[src/rtl/regfile_dbg_master_if.sv]
// Purpose: bundle between the debug master, the register-file port mux and the debug transport.
// Latency: wires only, no state.
// Backpressure: out_valid/out_ready on the dump stream; bus_req/bus_gnt for port ownership.
interface regfile_dbg_master_if #(
  parameter int AW = 5,
  parameter int DW = 32
);
  // register-file port ownership
  logic          bus_req;
  logic          bus_gnt;
  // register-file ports
  logic          chip_en;
  logic          write_enable;
  logic [AW-1:0] wr_port_add;
  logic [DW-1:0] wr_port_data;
  logic [AW-1:0] rs1_address;
  logic [DW-1:0] rs1_data;
  // write command from the debug host
  logic          cmd_wr;
  logic [AW-1:0] cmd_wr_addr;
  logic [DW-1:0] cmd_wr_data;
  logic          wr_ack;
  logic          wr_err;
  // dump command and output stream
  logic          cmd_dump;
  logic          out_valid;
  logic          out_ready;
  logic [AW-1:0] out_addr;
  logic [DW-1:0] out_data;
  logic          dump_done;
  logic [DW-1:0] dump_sum;
  logic          busy;

  // view of the debug master itself
  modport master (
    output bus_req,
    input  bus_gnt,
    output chip_en,
    output write_enable,
    output wr_port_add,
    output wr_port_data,
    output rs1_address,
    input  rs1_data,
    input  cmd_wr,
    input  cmd_wr_addr,
    input  cmd_wr_data,
    output wr_ack,
    output wr_err,
    input  cmd_dump,
    output out_valid,
    input  out_ready,
    output out_addr,
    output out_data,
    output dump_done,
    output dump_sum,
    output busy
  );

  // view of the surroundings (port mux, register file, debug transport)
  modport slave (
    input  bus_req,
    output bus_gnt,
    input  chip_en,
    input  write_enable,
    input  wr_port_add,
    input  wr_port_data,
    input  rs1_address,
    output rs1_data,
    output cmd_wr,
    output cmd_wr_addr,
    output cmd_wr_data,
    input  wr_ack,
    input  wr_err,
    output cmd_dump,
    input  out_valid,
    output out_ready,
    input  out_addr,
    input  out_data,
    input  dump_done,
    input  dump_sum,
    input  busy
  );
endinterface

[src/rtl/regfile_dbg_master.sv]
// Purpose: debug initiator for the register file: single writes and full-file dumps with XOR checksum.
// Latency: write acks 3 cycles after cmd_wr; first dump word 3 cycles after cmd_dump, then 1 word per 2 cycles.
// Backpressure: dump words held stable until out_ready; lost bus_gnt stalls WRITE/LOAD without port activity.
module regfile_dbg_master #(
  parameter int DEPTH = 32,
  parameter int AW    = 5,
  parameter int DW    = 32
) (
  input  logic                 clk_i,
  input  logic                 rst_ni,
  regfile_dbg_master_if.master bus
);

  typedef enum logic [2:0] {
    S_IDLE,
    S_REQ,
    S_WRITE,
    S_ACK,
    S_LOAD,
    S_HOLD,
    S_DONE
  } state_t;

  typedef enum logic {
    OP_WR,
    OP_DUMP
  } op_t;

  // index of the final register swept by a dump
  localparam logic [AW-1:0] LAST_IDX = AW'(DEPTH - 1);

  state_t        state_q;
  op_t           op_q;
  logic [AW-1:0] wr_addr_q;
  logic [DW-1:0] wr_data_q;
  logic [AW-1:0] idx_q;
  logic [AW-1:0] idx_d;
  logic [DW-1:0] sum_d;

  logic          bus_req_q;
  logic          wr_ack_q;
  logic          wr_err_q;
  logic          out_valid_q;
  logic [AW-1:0] out_addr_q;
  logic [DW-1:0] out_data_q;
  logic          dump_done_q;
  logic [DW-1:0] dump_sum_q;
  logic          busy_q;

  logic          wr_nonzero;
  logic          port_active;

  // x0 is hardwired zero: writes to it are acknowledged with an error and never strobed
  assign wr_nonzero  = (wr_addr_q != '0);

  // the register-file ports are only touched in a port-using state while the mux selects us
  assign port_active = bus.bus_gnt && ((state_q == S_WRITE) || (state_q == S_LOAD));

  assign idx_d       = idx_q + AW'(1);
  assign sum_d       = dump_sum_q ^ bus.rs1_data;

  // register-file port drive; strobes gated by the live grant, addresses/data from latches
  assign bus.chip_en      = port_active;
  assign bus.write_enable = port_active && (state_q == S_WRITE) && wr_nonzero;
  assign bus.wr_port_add  = wr_addr_q;
  assign bus.wr_port_data = wr_data_q;
  assign bus.rs1_address  = idx_q;

  // registered handshake and stream outputs
  assign bus.bus_req   = bus_req_q;
  assign bus.wr_ack    = wr_ack_q;
  assign bus.wr_err    = wr_err_q;
  assign bus.out_valid = out_valid_q;
  assign bus.out_addr  = out_addr_q;
  assign bus.out_data  = out_data_q;
  assign bus.dump_done = dump_done_q;
  assign bus.dump_sum  = dump_sum_q;
  assign bus.busy      = busy_q;

  // command sequencing FSM with all handshake/stream outputs registered alongside the state
  always_ff @(posedge clk_i or negedge rst_ni) begin
    if (!rst_ni) begin
      state_q     <= S_IDLE;
      op_q        <= OP_WR;
      wr_addr_q   <= '0;
      wr_data_q   <= '0;
      idx_q       <= '0;
      bus_req_q   <= 1'b0;
      wr_ack_q    <= 1'b0;
      wr_err_q    <= 1'b0;
      out_valid_q <= 1'b0;
      out_addr_q  <= '0;
      out_data_q  <= '0;
      dump_done_q <= 1'b0;
      dump_sum_q  <= '0;
      busy_q      <= 1'b0;
    end else begin
      // completion indications are single-cycle pulses
      wr_ack_q    <= 1'b0;
      wr_err_q    <= 1'b0;
      dump_done_q <= 1'b0;

      case (state_q)
        S_IDLE: begin
          // a write beats a simultaneous dump; the dump request is simply dropped
          if (bus.cmd_wr) begin
            wr_addr_q <= bus.cmd_wr_addr;
            wr_data_q <= bus.cmd_wr_data;
            op_q      <= OP_WR;
            state_q   <= S_REQ;
            bus_req_q <= 1'b1;
            busy_q    <= 1'b1;
          end else if (bus.cmd_dump) begin
            idx_q      <= '0;
            dump_sum_q <= '0;
            op_q       <= OP_DUMP;
            state_q    <= S_REQ;
            bus_req_q  <= 1'b1;
            busy_q     <= 1'b1;
          end
        end

        S_REQ: begin
          if (bus.bus_gnt) begin
            state_q <= (op_q == OP_WR) ? S_WRITE : S_LOAD;
          end
        end

        S_WRITE: begin
          // the strobe happens combinationally this cycle; wait here if the grant was lost
          if (bus.bus_gnt) begin
            state_q   <= S_ACK;
            wr_ack_q  <= 1'b1;
            wr_err_q  <= !wr_nonzero;
            bus_req_q <= 1'b0;
          end
        end

        S_ACK: begin
          state_q <= S_IDLE;
          busy_q  <= 1'b0;
        end

        S_LOAD: begin
          // capture only while granted so rs1_data really reflects our address
          if (bus.bus_gnt) begin
            out_data_q  <= bus.rs1_data;
            out_addr_q  <= idx_q;
            dump_sum_q  <= sum_d;
            out_valid_q <= 1'b1;
            state_q     <= S_HOLD;
          end
        end

        S_HOLD: begin
          // word held stable until the consumer takes it
          if (bus.out_ready) begin
            out_valid_q <= 1'b0;
            if (idx_q == LAST_IDX) begin
              state_q     <= S_DONE;
              dump_done_q <= 1'b1;
              bus_req_q   <= 1'b0;
            end else begin
              idx_q   <= idx_d;
              state_q <= S_LOAD;
            end
          end
        end

        S_DONE: begin
          state_q <= S_IDLE;
          busy_q  <= 1'b0;
        end

        default: begin
          state_q     <= S_IDLE;
          bus_req_q   <= 1'b0;
          out_valid_q <= 1'b0;
          busy_q      <= 1'b0;
        end
      endcase
    end
  end

endmodule

[src/flat_wrapper.sv]
// flat-port wrapper written by rule: the top's interface ports become plain ports
module regfile_dbg_master_flat 
#(
  parameter int DEPTH = 32,
  parameter int AW    = 5,
  parameter int DW    = 32
)
  (clk_i, rst_ni, bus_bus_req, bus_bus_gnt, bus_chip_en, bus_write_enable, bus_wr_port_add, bus_wr_port_data, bus_rs1_address, bus_rs1_data, bus_cmd_wr, bus_cmd_wr_addr, bus_cmd_wr_data, bus_wr_ack, bus_wr_err, bus_cmd_dump, bus_out_valid, bus_out_ready, bus_out_addr, bus_out_data, bus_dump_done, bus_dump_sum, bus_busy);
  regfile_dbg_master_if #(.AW(AW), .DW(DW)) bus_i ();
  input  logic clk_i;
  input  logic rst_ni;
  output wire logic [$bits(bus_i.bus_req)-1:0] bus_bus_req;
  input wire logic [$bits(bus_i.bus_gnt)-1:0] bus_bus_gnt;
  output wire logic [$bits(bus_i.chip_en)-1:0] bus_chip_en;
  output wire logic [$bits(bus_i.write_enable)-1:0] bus_write_enable;
  output wire logic [$bits(bus_i.wr_port_add)-1:0] bus_wr_port_add;
  output wire logic [$bits(bus_i.wr_port_data)-1:0] bus_wr_port_data;
  output wire logic [$bits(bus_i.rs1_address)-1:0] bus_rs1_address;
  input wire logic [$bits(bus_i.rs1_data)-1:0] bus_rs1_data;
  input wire logic [$bits(bus_i.cmd_wr)-1:0] bus_cmd_wr;
  input wire logic [$bits(bus_i.cmd_wr_addr)-1:0] bus_cmd_wr_addr;
  input wire logic [$bits(bus_i.cmd_wr_data)-1:0] bus_cmd_wr_data;
  output wire logic [$bits(bus_i.wr_ack)-1:0] bus_wr_ack;
  output wire logic [$bits(bus_i.wr_err)-1:0] bus_wr_err;
  input wire logic [$bits(bus_i.cmd_dump)-1:0] bus_cmd_dump;
  output wire logic [$bits(bus_i.out_valid)-1:0] bus_out_valid;
  input wire logic [$bits(bus_i.out_ready)-1:0] bus_out_ready;
  output wire logic [$bits(bus_i.out_addr)-1:0] bus_out_addr;
  output wire logic [$bits(bus_i.out_data)-1:0] bus_out_data;
  output wire logic [$bits(bus_i.dump_done)-1:0] bus_dump_done;
  output wire logic [$bits(bus_i.dump_sum)-1:0] bus_dump_sum;
  output wire logic [$bits(bus_i.busy)-1:0] bus_busy;
  assign bus_bus_req = bus_i.bus_req;
  assign bus_i.bus_gnt = bus_bus_gnt;
  assign bus_chip_en = bus_i.chip_en;
  assign bus_write_enable = bus_i.write_enable;
  assign bus_wr_port_add = bus_i.wr_port_add;
  assign bus_wr_port_data = bus_i.wr_port_data;
  assign bus_rs1_address = bus_i.rs1_address;
  assign bus_i.rs1_data = bus_rs1_data;
  assign bus_i.cmd_wr = bus_cmd_wr;
  assign bus_i.cmd_wr_addr = bus_cmd_wr_addr;
  assign bus_i.cmd_wr_data = bus_cmd_wr_data;
  assign bus_wr_ack = bus_i.wr_ack;
  assign bus_wr_err = bus_i.wr_err;
  assign bus_i.cmd_dump = bus_cmd_dump;
  assign bus_out_valid = bus_i.out_valid;
  assign bus_i.out_ready = bus_out_ready;
  assign bus_out_addr = bus_i.out_addr;
  assign bus_out_data = bus_i.out_data;
  assign bus_dump_done = bus_i.dump_done;
  assign bus_dump_sum = bus_i.dump_sum;
  assign bus_busy = bus_i.busy;
  regfile_dbg_master #(.DEPTH(DEPTH), .AW(AW), .DW(DW)) u_core (.clk_i(clk_i), .rst_ni(rst_ni), .bus(bus_i));
endmodule
[config.mk]
export PLATFORM = sky130hd
export DESIGN_NAME = regfile_dbg_master_flat
export DESIGN_NICKNAME = d
export VERILOG_FILES = /design/src/rtl/regfile_dbg_master_if.sv /design/src/rtl/regfile_dbg_master.sv /design/src/flat_wrapper.sv
export SDC_FILE = /design/constraint.sdc
export NUM_CORES = 1
export LEC_CHECK = 0
export ABC_CLOCK_PERIOD_IN_PS = 2670
export CAP_MARGIN = 20
export CORE_ASPECT_RATIO = 2
export CORE_MARGIN = 2
export CORE_UTILIZATION = 44
export CTS_CLUSTER_SIZE = 28
export DETAILED_ROUTE_END_ITERATION = 6
export PLACE_DENSITY_LB_ADDON = 0.25
export SYNTH_ARGS = -nofsm -noshare
export SYNTH_HDL_FRONTEND = slang
export SYNTH_SLANG_ARGS = --single-unit
[constraint.sdc]
create_clock -name clk_i -period 2.67 [get_ports clk_i]
set_input_delay 0.4005 -clock clk_i [delete_from_list [all_inputs] [get_ports clk_i]]
set_output_delay 0.4005 -clock clk_i [all_outputs]
set_load 0.005 [all_outputs]
-- Word level (Yosys, flattened, before mapping)
Index checks and enable logic that the tools add are counted.
- register bits after elaboration: 121
- output and inout bits: 119
- $add $sub $neg: 1
- equality and inequality tests: 16
- muxes and demuxes: 36
- bitwise gates (word level): 4
- reduce and logical (&&, ||, !) cells: 22
- operator list (kind ; count):
    $mux W32 ; 3
    $pmux W32 S2 ; 1
    $xor A32 B32 Y32 ; 1
    $mux W3 ; 7
    $mux W5 ; 4
    $mux W1 ; 15
    $pmux W3 S5 ; 1
    $reduce_and A5 Y1 ; 3
    $ne A2 B2 Y1 const B ; 7
    $pmux W5 S2 ; 1
    $eq A3 B3 Y1 const B ; 3
    $reduce_and A2 Y1 ; 4
    $reduce_or A4 Y1 ; 2
    $eq A3 B2 Y1 const B ; 2
    $reduce_bool A2 Y1 ; 3
    $add A5 B1 Y5 const B ; 1
    $eq A5 B5 Y1 const B ; 1
    $reduce_bool A5 Y1 ; 1
    $reduce_or A5 Y1 ; 1
    $pmux W1 S4 ; 1
    $reduce_and A4 Y1 ; 1
    $eq A3 B1 Y1 const B ; 1
    $logic_and A1 B1 Y1 ; 3
    $logic_not A3 Y1 ; 1
    9 further kinds ; 11

-- Longest topological paths before layout
- word-level depth: 5
- gate-level depth with buffers: 7
- gate-level depth less buffers: 7

-- Worst setup path before layout
OpenSTA, ideal clock, no wires.
- path kind: register -> register
- start point: reg u_core.idx_q[0] (netlist: u_core.bus.rs1_address[0])
- end point: reg u_core.idx_q[3] (netlist: u_core.bus.rs1_address[3])
- library setup time: 0.126 ns
- data arrival time: 1.999 ns
- slack: 0.545 ns
- cell stages (with the launch flop): 8
- buffers on the path: 0
- clock period less this slack: 2.125 ns
- cells stage by stage: dfrtp_1 > ha_1 > and3_1 > ha_1 > and3_1 > a211o_1 > a21o_1 > a221o_1
- word-level cells in the longest chain between the ends: 4
- ends and longest elaborated chain (what ; line ; source):
    start, declared ; regfile_dbg_master.sv:36 ; logic [AW-1:0] idx_q;
    start signal, assigned ; regfile_dbg_master.sv:164 ; idx_q <= idx_d;
    $add A5 B1 Y5 ; regfile_dbg_master.sv:59 ; assign idx_d = idx_q + AW'(1);
    $mux W5 ; regfile_dbg_master.sv:159 ; if (idx_q == LAST_IDX) begin
    $mux W5 ; regfile_dbg_master.sv:157 ; if (bus.out_ready) begin
    $pmux W5 S2 ; regfile_dbg_master.sv:103 ; case (state_q)
Several ways; a longest one is shown, not always the timed one. The select of a mux whose other input is x is not followed.
A chain may end at the register's enable or synchronous reset.

-- Worst setup path after layout
- start point: reg u_core.state_q[1]
- end point: out bus_chip_en
- word-level cells in the longest chain between the ends: 3
- ends and longest elaborated chain (what ; line ; source):
    start, declared ; regfile_dbg_master.sv:32 ; state_t state_q;
    start signal, assigned ; regfile_dbg_master.sv:125 ; state_q <= (op_q == OP_WR) ? S_WRITE : S_LOAD;
    $eq A3 B2 Y1 or $eq A3 B3 Y1 (tied branches) ; regfile_dbg_master.sv:57 ; assign port_active = bus.bus_gnt && ((state_q == S_WRITE) || (state_q == S_LOAD));
    $logic_or A1 B1 Y1 (*) ; regfile_dbg_master.sv:57 ;
    $logic_and A1 B1 Y1 (*) ; regfile_dbg_master.sv:57 ;
    end, declared ; flat_wrapper.sv:14 ; output wire logic [$bits(bus_i.chip_en)-1:0] bus_chip_en;
Mark *: on every way between the ends. The rest lies on a longest branch, timed or not.

==> results.txt <==
Cell Rows: 55
reg-to-reg startpoint: u_core.bus.rs1_address[0]
worst r2r dst: u_core.bus.rs1_address[3]
Die ar.: 12200 sq um
Inserted Diodes: 0
multi-input logic area: 1780 sq um
Clock Latency Late Sink: 0.40 ns
flip-flop and latch count after synthesis: 121
Max-Cap Viols: 0
WHS: 0.0412 ns
Clock power frac: 26.7%
overall routing resource usage: 23.2%
via count: 4212
Reg clk slew, reported paths: 0.06 ns
sequential share of the synthesized area: 60.8%
share of the synthesized area in the top cell type: 60.8%
Leak: 3.46 nW
Int Power: 6.60 mW
# nets final: 739
Psw: 2.85 mW
CTS Root Cell: clkbuf_16
gp weighted congestion: 0.795
Critical Path Source Type: register
Max clock buf depth: 2
Worst-Margin Slew: 0.696 ns
die height: 154 um
largest area contributor in the netlist: dfrtp_1
worst-path fanout max: 14
async set-reset flop share out of synthesis: 100%
wl on met1: 5560 um
Final Critical Period: 2.47 ns
Post-CTS Hold Buffers: 0
Min-Delay Path Class: primary input to asynchronous set/reset pin
Arr. time, crit path: 2.07 ns
Synth area leaders: dfrtp_1 (61%), nand2_1 (9.2%), o21ai_0 (4.8%)
FF-to-FF setup slack: 0.42 ns
Final Setup Violations: 0
Worst EP required: 2.27 ns
period utilisation layout: 92.6%
Inserted Clock Buffers: 17
I/O Pins: 194
Power Density: 1230 nW/um^2
Post-synth EDFFs: 0
Worst VDD drop: 0.850 mV
Distinct cells, synth: 42
First-pass DRT Iterations: 5
Remaining DRCs: 0
synth warn: 0
initial core utilization: 44.6%
vias per inst: 5.16
clk sinks: 121
FF+latch area: 3030 sq um
skew final: 0.00838 ns
Mapped Avg Cell Area: 10.7 sq um
Routed Antenna Nets: 0
final hold violation count: 0
sequential share of power: 33.8%
fillcell total: 877
Chip Width: 79.2 um
syn_nets: 540
CP startpoint: u_core.state_q[1]
CTS tree: done
largest net degree at the start of global routing: 54
global-route wire length before repair: 21900 um
DR iter-0 viols: 284
Top Layer Used: met4
Logic pwr share: 39.5%
Resized cells post-CTS: 0
initial antenna violation count: 0
Net Sw Frac: 30.2%
share of cells above drive strength 1: 12.0%
drt total wl: 13600 um
wire length on met2: 6920 um
Relative slew margins: 53.6%
HPWL after detailed placement: 9050 um
outcome: complete, no violations
WL met3: 1020 um
count leader, synth: nand2_1
RSZ-0062 raised after global routing: no
Peak Freq: 404 MHz
setup repair bufs after CTS: 0
Max Slew Vio Count: 0
Tot Pwr: 9.44 mW
port bufs: 193
Mapped Area: 4980 sq um
element type at the critical path end: output pin
drt wl/cell: 16.7 um
crit path kind: register to output pin
vias in the first global route: 4320
ys flop type: dfrtp_1
CTS H-Tree Depth: 4
Reg2Reg Depth: 7
GRT overflow: 0
Core ar.: 11100 sq um
Gate Count Post-Synth: 463
P&R area growth vs syn: 54.6%
Setup TNS: 0 ns
synth cell count leaders: nand2_1 (122), dfrtp_1 (121), o21ai_0 (48)
area by class of cell:
class	count	share of cell area [%]
Tap cell	142	2.31
Clock buffer	20	6.07
Multi-Input combinational cell	312	23.1
Timing Repair Buffer	205	26.4
Inverter	5	0.244
Sequential cell	121	39.3
Clock inverter	12	2.54
how the worst max path moves through the flow:
| stage | to |
|---|---|
| detailed placement | bus_write_enable |
| global placement | bus_write_enable |
| CTS | bus_chip_en |
| finish | bus_chip_en |
| global route | bus_chip_en |
| floorplan | u_core.bus.rs1_address[3] |
power groups by stage:
stage          clock network (mW)  registers, mW  logic [mW]
2_1_floorplan                   0           3.23        1.52
3_3_place_gp                    0           3.16        3.64
3_5_place_dp                    0           3.20        3.74
4_1_cts                      2.57           3.20        3.78
5_1_grt                      2.66           3.31        4.08
6_report                     2.52           3.19        3.73
routing by layer:
layer  up-vias  GRT usage (%)
met5         -              0
met3         9           6.94
met2       170           37.9
li1       1968              -
met1      2065           29.7
met4         0           6.65
metrics by stage:
step	cell area, sq um	setup slack (ns)	instances	utilization (%)
finish	7690	0.197	817	69.0
global route	7690	0.0761	817	69.0
CTS	7690	0.163	817	69.0
detailed placement	7030	0.370	785	63.1
global placement	7030	0.397	785	63.1
floorplan	4980	0.545	463	-
placed cells by master (no fill, tap or decap), drive strengths merged, types with 2 or more instances in the layout:
master,count
mux2,39
a21oi,36
clkinv,6
and2,2
or2,2
inv,5
and3,4
ha,2
bufinv,5
nor2,12
clkdlybuf4s50,192
buf,13
mux2i,2
nand3,2
a21o,2
o21ai,73
nand2,122
dfrtp,121
clkbuf,20
critical path, stage by stage, from the launching register on:
cell	delay (ns)
dfrtp_1	0.37
or2_1	0.43
nand2b_1	0.25
nand2_1	0.07
clkdlybuf4s50_1	0.54
logic make-up (layout without fill, tap and decap cells):
group / after synthesis / after routing / share of synthesized area, %
mux: 41 / 41 / 9.98
buf+inv: 30 / 242 / 3.55
fa+ha+maj: 2 / 2 / 0.503
simple gates: 150 / 150 / 12.5
compound gates: 119 / 119 / 12.6
flops: 121 / 121 / 60.8
sequential cells by signal, indices dropped and copies added, names as in the netlist:
| name | flops |
|---|---|
| u_core.bus.bus_req | 1 |
| u_core.bus.busy | 1 |
| u_core.bus.dump_done | 1 |
| u_core.bus.dump_sum | 32 |
| u_core.bus.out_addr | 5 |
| u_core.bus.out_data | 32 |
| u_core.bus.out_valid | 1 |
| u_core.bus.rs1_address | 5 |
| u_core.bus.wr_ack | 1 |
| u_core.bus.wr_err | 1 |
| u_core.bus.wr_port_add | 5 |
| u_core.bus.wr_port_data | 32 |
| u_core.op_q | 1 |
| u_core.state_q | 3 |
Power figures use the tool's default switching activity.
